===== src/rtl/mem_burst_ctrl_pkg.sv =====
`default_nettype none
// mem_burst_ctrl_pkg: FSM state encoding and default burst sizing shared by
// the burst controller and anything that needs to interpret its state.
package mem_burst_ctrl_pkg;

  localparam int DEF_MAX_LEN = 16;
  localparam int DEF_LEN_W   = 5;

  typedef logic [1:0] state_t;

  localparam logic [1:0] ST_IDLE = 2'd0;
  localparam logic [1:0] ST_WR   = 2'd1;
  localparam logic [1:0] ST_RD   = 2'd2;
  localparam logic [1:0] ST_FIN  = 2'd3;

endpackage
`default_nettype wire


===== src/rtl/mem_burst_ctrl.sv =====
`default_nettype none
// mem_burst_ctrl: single-master burst initiator for the word-addressed data
// memory; issues load/store bursts and streams load data back.
module mem_burst_ctrl
  import mem_burst_ctrl_pkg::*;
#(
  parameter int DATA_W  = 32,
  parameter int ADDR_W  = 32,
  parameter int MAX_LEN = DEF_MAX_LEN,
  parameter int LEN_W   = DEF_LEN_W
) (
  input  logic              clk,
  input  logic              rst_n,
  input  logic              cmd_valid,
  output logic              cmd_ready,
  input  logic              cmd_write,
  input  logic [ADDR_W-1:0] cmd_addr,
  input  logic [LEN_W-1:0]  cmd_len,
  input  logic              wd_valid,
  output logic              wd_ready,
  input  logic [DATA_W-1:0] wd_data,
  output logic              rd_valid,
  output logic [DATA_W-1:0] rd_data,
  output logic              done,
  output logic [ADDR_W-1:0] mem_addr,
  output logic [DATA_W-1:0] mem_wrData,
  output logic              mem_wrMem,
  output logic              mem_rdMem,
  input  logic [DATA_W-1:0] mem_rdData
);

  state_t              state_q, state_d;
  logic [ADDR_W-1:0]   base_q, base_d;
  logic [LEN_W-1:0]    len_q, len_d;
  logic [LEN_W-1:0]    cnt_q, cnt_d;
  logic                rd_valid_q;

  logic [LEN_W-1:0]    len_clamped;
  logic [ADDR_W-1:0]   beat_addr;
  logic                last_beat;

  assign len_clamped = (cmd_len > LEN_W'(MAX_LEN)) ? LEN_W'(MAX_LEN) : cmd_len;
  // Address adder wraps naturally at 2^ADDR_W; the memory only decodes the low bits.
  assign beat_addr   = base_q + ADDR_W'(cnt_q);
  assign last_beat   = (cnt_q == (len_q - LEN_W'(1)));

  always_comb begin
    state_d = state_q;
    base_d  = base_q;
    len_d   = len_q;
    cnt_d   = cnt_q;
    case (state_q)
      ST_IDLE: begin
        if (cmd_valid) begin
          base_d = cmd_addr;
          len_d  = len_clamped;
          cnt_d  = '0;
          if (len_clamped == '0) begin
            state_d = ST_FIN;
          end else if (cmd_write) begin
            state_d = ST_WR;
          end else begin
            state_d = ST_RD;
          end
        end
      end
      ST_WR: begin
        if (wd_valid) begin
          cnt_d = cnt_q + LEN_W'(1);
          if (last_beat) state_d = ST_FIN;
        end
      end
      ST_RD: begin
        cnt_d = cnt_q + LEN_W'(1);
        if (last_beat) state_d = ST_FIN;
      end
      ST_FIN:  state_d = ST_IDLE;
      default: state_d = ST_IDLE;
    endcase
  end

  always_ff @(posedge clk or negedge rst_n) begin
    if (!rst_n) begin
      state_q    <= ST_IDLE;
      base_q     <= '0;
      len_q      <= '0;
      cnt_q      <= '0;
      rd_valid_q <= 1'b0;
    end else begin
      state_q    <= state_d;
      base_q     <= base_d;
      len_q      <= len_d;
      cnt_q      <= cnt_d;
      // Memory read data is registered, so load data is valid one cycle after the strobe.
      rd_valid_q <= mem_rdMem;
    end
  end

  assign cmd_ready  = (state_q == ST_IDLE);
  assign wd_ready   = (state_q == ST_WR);
  assign done       = (state_q == ST_FIN);
  assign mem_wrMem  = (state_q == ST_WR) && wd_valid;
  assign mem_rdMem  = (state_q == ST_RD);
  assign mem_wrData = (state_q == ST_WR) ? wd_data : '0;
  assign mem_addr   = ((state_q == ST_WR) || (state_q == ST_RD)) ? beat_addr : '0;
  assign rd_valid   = rd_valid_q;
  assign rd_data    = mem_rdData;

endmodule
`default_nettype wire


===== config.mk =====
export PLATFORM = sky130hd
export DESIGN_NAME = mem_burst_ctrl
export DESIGN_NICKNAME = d
export VERILOG_FILES = /design/src/rtl/mem_burst_ctrl_pkg.sv /design/src/rtl/mem_burst_ctrl.sv
export SDC_FILE = /design/constraint.sdc
export NUM_CORES = 1
export LEC_CHECK = 0
export CORE_MARGIN = 10
export CORE_UTILIZATION = 42
export CTS_BUF_LIST = sky130_fd_sc_hd__clkbuf_8
export CTS_CLUSTER_DIAMETER = 150
export DETAILED_ROUTE_END_ITERATION = 12
export PLACE_DENSITY_LB_ADDON = 0.2
export SLEW_MARGIN = 20
export SYNTH_ARGS = -nofsm -noshare
export SYNTH_HDL_FRONTEND = slang
export SYNTH_SLANG_ARGS = --single-unit

===== constraint.sdc =====
create_clock -name clk -period 6.4 [get_ports clk]
set_clock_uncertainty 0.15 [all_clocks]
set_input_delay 0.64 -clock clk [delete_from_list [all_inputs] [get_ports clk]]
set_output_delay 0.64 -clock clk [all_outputs]
set_load 0.05 [all_outputs]

==> flow_metrics.py, run 1 <==
metrics = {
    "yosys": {
        "avgSynthCellArea_um2": 9.74,
        "synth_cell_types": 51,
        "dominantRegCellSynth": "dfrtp_1",
        "synth_edf_count": 0,
        "syn-num-nets": 480,
        "yosys_warnings": 0,
        "ys_seq_area_frac": 0.320,
        "async_reset_ff_frac": 1.00,
        "synth_area_um2": 3520,
        "synthCells": 361,
        "ys_seq_elements": 45,
    },
    "die": {
        "die_w_um": 111,
        "die_height_um": 111,
        "ioPinCount": 208,
        "fp-row-count": 33,
        "dieArea_um2": 12400,
        "core_region_area_um2": 8180,
        "start_util": 0.430,
    },
    "clock_network": {
        "clock-root-buffer": "clkbuf_8",
        "clock-sinks": 45,
        "clk_pin_slew_ns": 0.09,
        "cts_tree": "yes",
        "post_cts_resize_count": 0,
        "clock_latency_ns": 0.29,
        "cts_buffers": 5,
        "ctsHoldBuffers": 0,
        "htreeDepth": 2,
        "postCtsSetupBuffers": 0,
        "clock_tree.buffer_depth": 2,
    },
    "power": {
        "ir_drop_uv": 365,
        "p_leak_uw": 0.00207,
        "total_power_uw": 2930,
        "power.density_nw_per_um2": 600,
    },
    "global_routing": {
        "grt_pass1_vias": 2912,
        "antenna_found_initial": 0,
        "grt_max_degree": 46,
        "grt_pass1_wl_um": 16300,
        "grt_usage": 0.157,
        "overflow": 0,
    },
    "sta": {
        "slew_headroom": 0.361,
        "fmax_mhz": 233,
        "worstMarginPinSlew_ns": 0.956,
        "final_hold_viol_count": 0,
        "min_period_ns": 4.29,
        "setup-tns-final_ns": 0,
        "grt_setup_unrepaired": "no",
        "drv_slew": 0,
        "period_share": 0.671,
        "setup_viol": 0,
    },
    "worst_setup_path": {
        "cpPeakStageDelay_ns": 0.81,
        "critPathSlowestCell": "clkdlybuf4s50_1",
        "r2r_start": "state_q[1]$_DFFE_PN0P_",
        "timing.rr.end": "cnt_q[3]$_DFFE_PN0P_",
        "crit_type": "reg -> out",
        "reg2regPathDepth": 7,
        "endpoint": "mem_addr[23]",
        "path_cells": "ha_1, nand4_1, a2111oi_2, xor2_1, and2_1, clkdlybuf4s50_1",
        "cp-start-kind": "flop",
        "worstSetupStartpoint": "cnt_q[2]$_DFFE_PN0P_",
        "worstPathArrival_ns": 3.50,
        "path_max_fanout": 12,
        "cp-end-kind": "output port",
        "worstPathRequired_ns": 5.61,
        "rrSetupSlack_ns": 3.62,
    },
    "placed_design": {
        "dp_hpwl_um": 7950,
        "globalplace.congestion": 0.786,
        "port_buffers": 143,
    },
    "route": {
        "antenna_left": 0,
        "num_vias": 2834,
        "vias_per_cell": 4.96,
        "route.detailed.drc": 0,
        "wl_um": 10100,
        "wire_per_inst_um": 17.8,
        "drtIter0Drc": 93,
        "first_pass_iters": 4,
    },
    "run": {
        "drv_cap": 0,
    },
    "hold_path": {
        "hold_path.class": "in -> async",
    },
    "cells_and_area": {
        "area_growth_pct": 38.6,
        "diodes": 0,
        "drive_above_1_share": 0.124,
        "nNetsFinal": 585,
    },
    "run_status": {
        "status": "finished, final reports clean",
    },
}
-- sequential cells by signal (all words and copies together) (netlist names) --
signal    cells
len_q         5
state_q       2
rd_valid      1
cnt_q         5
base_q       32
-- Yosys cell counts (2+ instances only) --
cell type  count  area share
dfrtp_1       45        0.32
o21ai_0       10       0.014
clkbuf_1       8      0.0085
a22o_1         2      0.0050
ha_1          12       0.043
xor2_1        22       0.055
o21a_1         2      0.0043
nor2_1         4      0.0043
nand2b_1       9       0.016
nor3b_1        3      0.0064
a211o_1        2      0.0050
xnor2_1        8       0.020
or3_1          2      0.0036
buf_1          3      0.0032
nor3_1         4      0.0057
and2_1        57        0.10
o22ai_1        3      0.0053
nand3_1        9       0.013
nor3_2         2      0.0057
a21o_1         6       0.013
nand4_1        5      0.0089
nor4_4         2       0.012
a2111oi_2      2      0.0085
and3_1         4      0.0071
a211oi_1       4      0.0085
buf_2          3      0.0043
mux2_2        33        0.11
a21oi_1        4      0.0057
nor4b_1        2      0.0050
buf_4         32       0.068
mux2i_1        6       0.017
nand2_1       22       0.023
inv_1         11       0.012
-- report_power, final --
part | switching (uW) | internal [uW] | total [uW]
clock | 94.1 | 84.3 | 178
sequential | 155 | 422 | 577
combinational | 1350 | 816 | 2170
-- cell type report --
| class | instances | area (um^2) |
|---|---|---|
| Timing Repair Buffer | 145 | 1440 |
| Sequential cell | 45 | 1130 |
| Clock buffer | 6 | 82.6 |
| Multi-Input combinational cell | 258 | 2040 |
| Clock inverter | 1 | 3.75 |
| Tap cell | 105 | 131 |
| Inverter | 11 | 41.3 |
| Fill cell | 714 | 3300 |
-- logic make-up after synthesis --
family / count (synthesis) / share of synthesized area
DFF: 45 / 0.320
muxes: 39 / 0.123
adders and majority gates: 13 / 0.0484
AOI/OAI and AO/OA: 42 / 0.0947
buffers and inverters: 58 / 0.0993
and+or+nand+nor: 134 / 0.240
xor gates and xnor gates: 30 / 0.0747
-- layer usage --
| metal | GRT usage | vias up | share of wire |
|---|---|---|---|
| li1 | - | 1416 | - |
| met1 | 0.188 | 1348 | 0.42 |
| met2 | 0.274 | 64 | 0.52 |
| met3 | 0.0478 | 6 | 0.050 |
| met4 | 0.0257 | 0 | 0.0050 |
| met5 | 0 | - | 0 |
-- how the worst min path moves through the flow --
stage / from / end / slack, ns / cells after the start
final: rst_n / base_q[1]$_DFFE_PN0P_ / 0.19 / 1
after global routing: rst_n / base_q[1]$_DFFE_PN0P_ / 0.23 / 1
after CTS: base_q[29]$_DFFE_PN0P_ / base_q[29]$_DFFE_PN0P_ / 0.36 / 1
after detailed placement: base_q[29]$_DFFE_PN0P_ / base_q[29]$_DFFE_PN0P_ / 0.34 / 1
after global placement: base_q[29]$_DFFE_PN0P_ / base_q[29]$_DFFE_PN0P_ / 0.34 / 1
after floorplan: rst_n / base_q[0]$_DFFE_PN0P_ / 0.19 / 0
-- critical path, delay by kind of cell (launching register included) --
family / cells / cell delay, ns
buf+inv: 1 / 0.81
simple gates: 2 / 0.74
compound gates: 1 / 0.59
flops: 1 / 0.49
fa+ha+maj: 1 / 0.41
xor+xnor: 1 / 0.17
-- placed cells by master (no fill, tap or decap), drive strengths merged, types with 5 or more instances in the layout --
cell type	synthesis	routed
mux2	33	33
nand2	22	22
o21ai	10	10
xor2	22	22
clkdlybuf4s50	0	142
nand2b	9	9
nor3	6	6
a21o	6	6
mux2i	6	6
dfrtp	45	45
inv	11	12
ha	12	12
a21oi	6	6
a211oi	5	5
xnor2	8	8
clkbuf	8	6
nand4	6	6
nand3	10	10
and2	57	57
-- metrics by stage --
step	instances	hold slack, ns	setup slack, ns	util	area (um^2)
2_1_floorplan	361	0.194	2.54	-	3520
3_3_place_gp	564	0.343	2.41	0.585	4780
3_5_place_dp	564	0.344	2.42	0.585	4780
4_1_cts	571	0.365	2.09	0.596	4870
5_1_grt	571	0.229	1.92	0.596	4870
6_report	571	0.190	2.11	0.596	4870
Note: power is estimated with default switching activity, not from simulation.
==> run 2, diff against run 1 <==
--- a/config.mk
+++ b/config.mk
@@ -6,7 +6,7 @@
 export NUM_CORES = 1
 export LEC_CHECK = 0
 export CORE_MARGIN = 10
-export CORE_UTILIZATION = 42
+export CORE_UTILIZATION = 35
 export CTS_BUF_LIST = sky130_fd_sc_hd__clkbuf_8
 export CTS_CLUSTER_DIAMETER = 150
 export DETAILED_ROUTE_END_ITERATION = 12
==> constraint.sdc (replaced) <==
create_clock -name clk -period 3.7 [get_ports clk]
set_clock_uncertainty 0.15 [all_clocks]
set_input_delay 0.37 -clock clk [delete_from_list [all_inputs] [get_ports clk]]
set_output_delay 0.37 -clock clk [all_outputs]
set_load 0.05 [all_outputs]
==> flow_metrics.py, run 2 (synthesized netlist as in run 1, its figures left out) <==
metrics = {
    "global_routing": {
        "grt_pass1_vias": 3034,
        "overflow": 0,
        "grt_max_degree": 46,
        "grt_pass1_wl_um": 17000,
        "grt_usage": 0.143,
        "antenna_found_initial": 0,
    },
    "die": {
        "fp-row-count": 36,
        "start_util": 0.360,
        "die_height_um": 120,
        "ioPinCount": 208,
        "die_w_um": 120,
        "core_region_area_um2": 9770,
        "dieArea_um2": 14500,
    },
    "power": {
        "clockPowerShare": 0.054,
        "ir_drop_uv": 733,
        "p_sw_uw": 2940,
        "intPower_uw": 2730,
        "p_comb_frac": 0.769,
        "seq_power_share": 0.177,
        "swShare": 0.518,
        "power.density_nw_per_um2": 1090,
        "p_leak_uw": 0.00223,
    },
    "sta": {
        "slew_headroom": 0.357,
        "layout_setup_ws_ns": 0.240,
        "period_share": 0.935,
        "setup_viol": 0,
        "worstMarginPinSlew_ns": 0.960,
        "setup-tns-final_ns": 0,
        "fmax_mhz": 289,
        "drv_slew": 0,
        "grt_setup_unrepaired": "no",
        "final_hold_viol_count": 0,
        "min_period_ns": 3.46,
        "hold_slack_ns": 0.383,
    },
    "clock_network": {
        "post_cts_resize_count": 0,
        "clock-root-buffer": "clkbuf_8",
        "cts_tree": "yes",
        "htreeDepth": 2,
        "cts_buffers": 5,
        "clk_pin_slew_ns": 0.09,
        "clock_latency_ns": 0.30,
        "clock-sinks": 45,
        "clock_tree.buffer_depth": 2,
    },
    "cells_and_area": {
        "diodes": 0,
        "layout_commonest_cell": "clkdlybuf4s50_1",
        "area_growth_pct": 48.3,
        "fin_area_um2": 5210,
        "largest_registers": "base_q x32, cnt_q x5, len_q x5",
        "largest_reg_flops": 32,
        "nNetsFinal": 590,
        "drive_above_1_share": 0.191,
        "largest-register": "base_q",
        "final_cell_mix": "clkdlybuf4s50_1 (115), and2_1 (57), dfrtp_1 (45)",
    },
    "route": {
        "wire_per_inst_um": 17.8,
        "wl_um": 10800,
        "drtIter0Drc": 108,
        "antenna_left": 0,
        "first_pass_iters": 4,
        "vias_per_cell": 4.76,
        "num_vias": 2879,
        "route.detailed.drc": 0,
    },
    "placed_design": {
        "port_buffers": 143,
        "globalplace.congestion": 0.765,
        "post-place-ws_ns": 0.561,
        "dp_hpwl_um": 8500,
        "placedInstanceArea_um2": 5100,
    },
    "worst_setup_path": {
        "path_max_fanout": 15,
        "cp-start-kind": "flop",
        "worstPathRequired_ns": 3.18,
        "crit_type": "reg -> out",
        "cp-end-kind": "output port",
        "worstPathArrival_ns": 2.94,
    },
    "hold_path": {
        "hold_path.class": "reg -> reg",
    },
    "run_status": {
        "status": "finished, final reports clean",
    },
    "run": {
        "drv_cap": 0,
    },
}
==> run 2: changes by cell type in the layout (fill, tap and decap cells not counted), sizes merged <==
cell           before  now
clkbuf              6    5
clkinv              0    2
clkdlybuf4s50     142  115
buf                 3   34
dlygate4sd3         0    1
==> run 2: what timing repair did <==
| action | CTS | global route |
|---|---|---|
| hold buffers | 0 | 1 |
| endpoints found under the setup margin | 0 | 1 |
| endpoints found under the hold margin | 0 | 45 |
| buffers inserted | 0 | 3 |
==> run 2: final cells by class <==
type | instances | area, um^2
fillers | 913 | 4560
multi-input cells | 258 | 2040
repair buffers | 150 | 1750
flip-flops and latches | 45 | 1130
well taps | 133 | 166
clock buffers | 5 | 68.8
inverters | 11 | 41.3
clock inverters | 3 | 13.8
==> run 2: layer usage <==
| metal | wire, um | vias up | part of all wire | global-route usage |
|---|---|---|---|---|
| met5 | 0 | - | 0 | 0 |
| met2 | 5570 | 75 | 0.52 | 0.245 |
| li1 | - | 1418 | - | - |
| met4 | 66 | 0 | 0.0061 | 0.0271 |
| met1 | 4420 | 1377 | 0.41 | 0.173 |
| met3 | 695 | 9 | 0.065 | 0.0461 |
==> run 2: path summary, 6_finish.rpt <==
| check | start | to | slack [ns] | depth (start not counted) |
|---|---|---|---|---|
| hold reg to reg | base_q[29]$_DFFE_PN0P_ | base_q[29]$_DFFE_PN0P_ | 0.38 | 1 |
| setup / recovery | cnt_q[0]$_DFFE_PN0P_ | mem_addr[8] | 0.24 | 7 |
| min in group asynchronous | rst_n | base_q[30]$_DFFE_PN0P_ | 0.47 | 2 |
| setup reg to reg | state_q[1]$_DFFE_PN0P_ | cnt_q[3]$_DFFE_PN0P_ | 0.95 | 7 |
| max in group asynchronous | rst_n | base_q[10]$_DFFE_PN0P_ | 2.52 | 2 |
| hold / removal | base_q[29]$_DFFE_PN0P_ | base_q[29]$_DFFE_PN0P_ | 0.38 | 1 |
==> run 2: worst max-delay path, cell delays in order (launching register included) <==
cell and delay [ns]:
dfrtp_1 0.45, ha_1 0.24, fa_1 0.42, a211o_1 0.36, a21oi_4 0.47, o21ai_0 0.16
a21boi_0 0.35, buf_12 0.19
==> run 2: stage by stage <==
step           utilization  total power (uW)  std cells
2_1_floorplan            -              3690        361
3_3_place_gp         0.521              5370        593
3_5_place_dp         0.521              5410        593
4_1_cts              0.530              5740        601
5_1_grt              0.533              6000        605
6_report             0.533              5670        605
==> run 2: power by group through the flow <==
stage               clock [uW]  sequential [uW]  combinational [uW]
global route               339             1050                4610
global placement             0             1000                4370
CTS                        315             1010                4410
detailed placement           0             1020                4390
floorplan                    0              955                2740
finish                     306             1000                4360
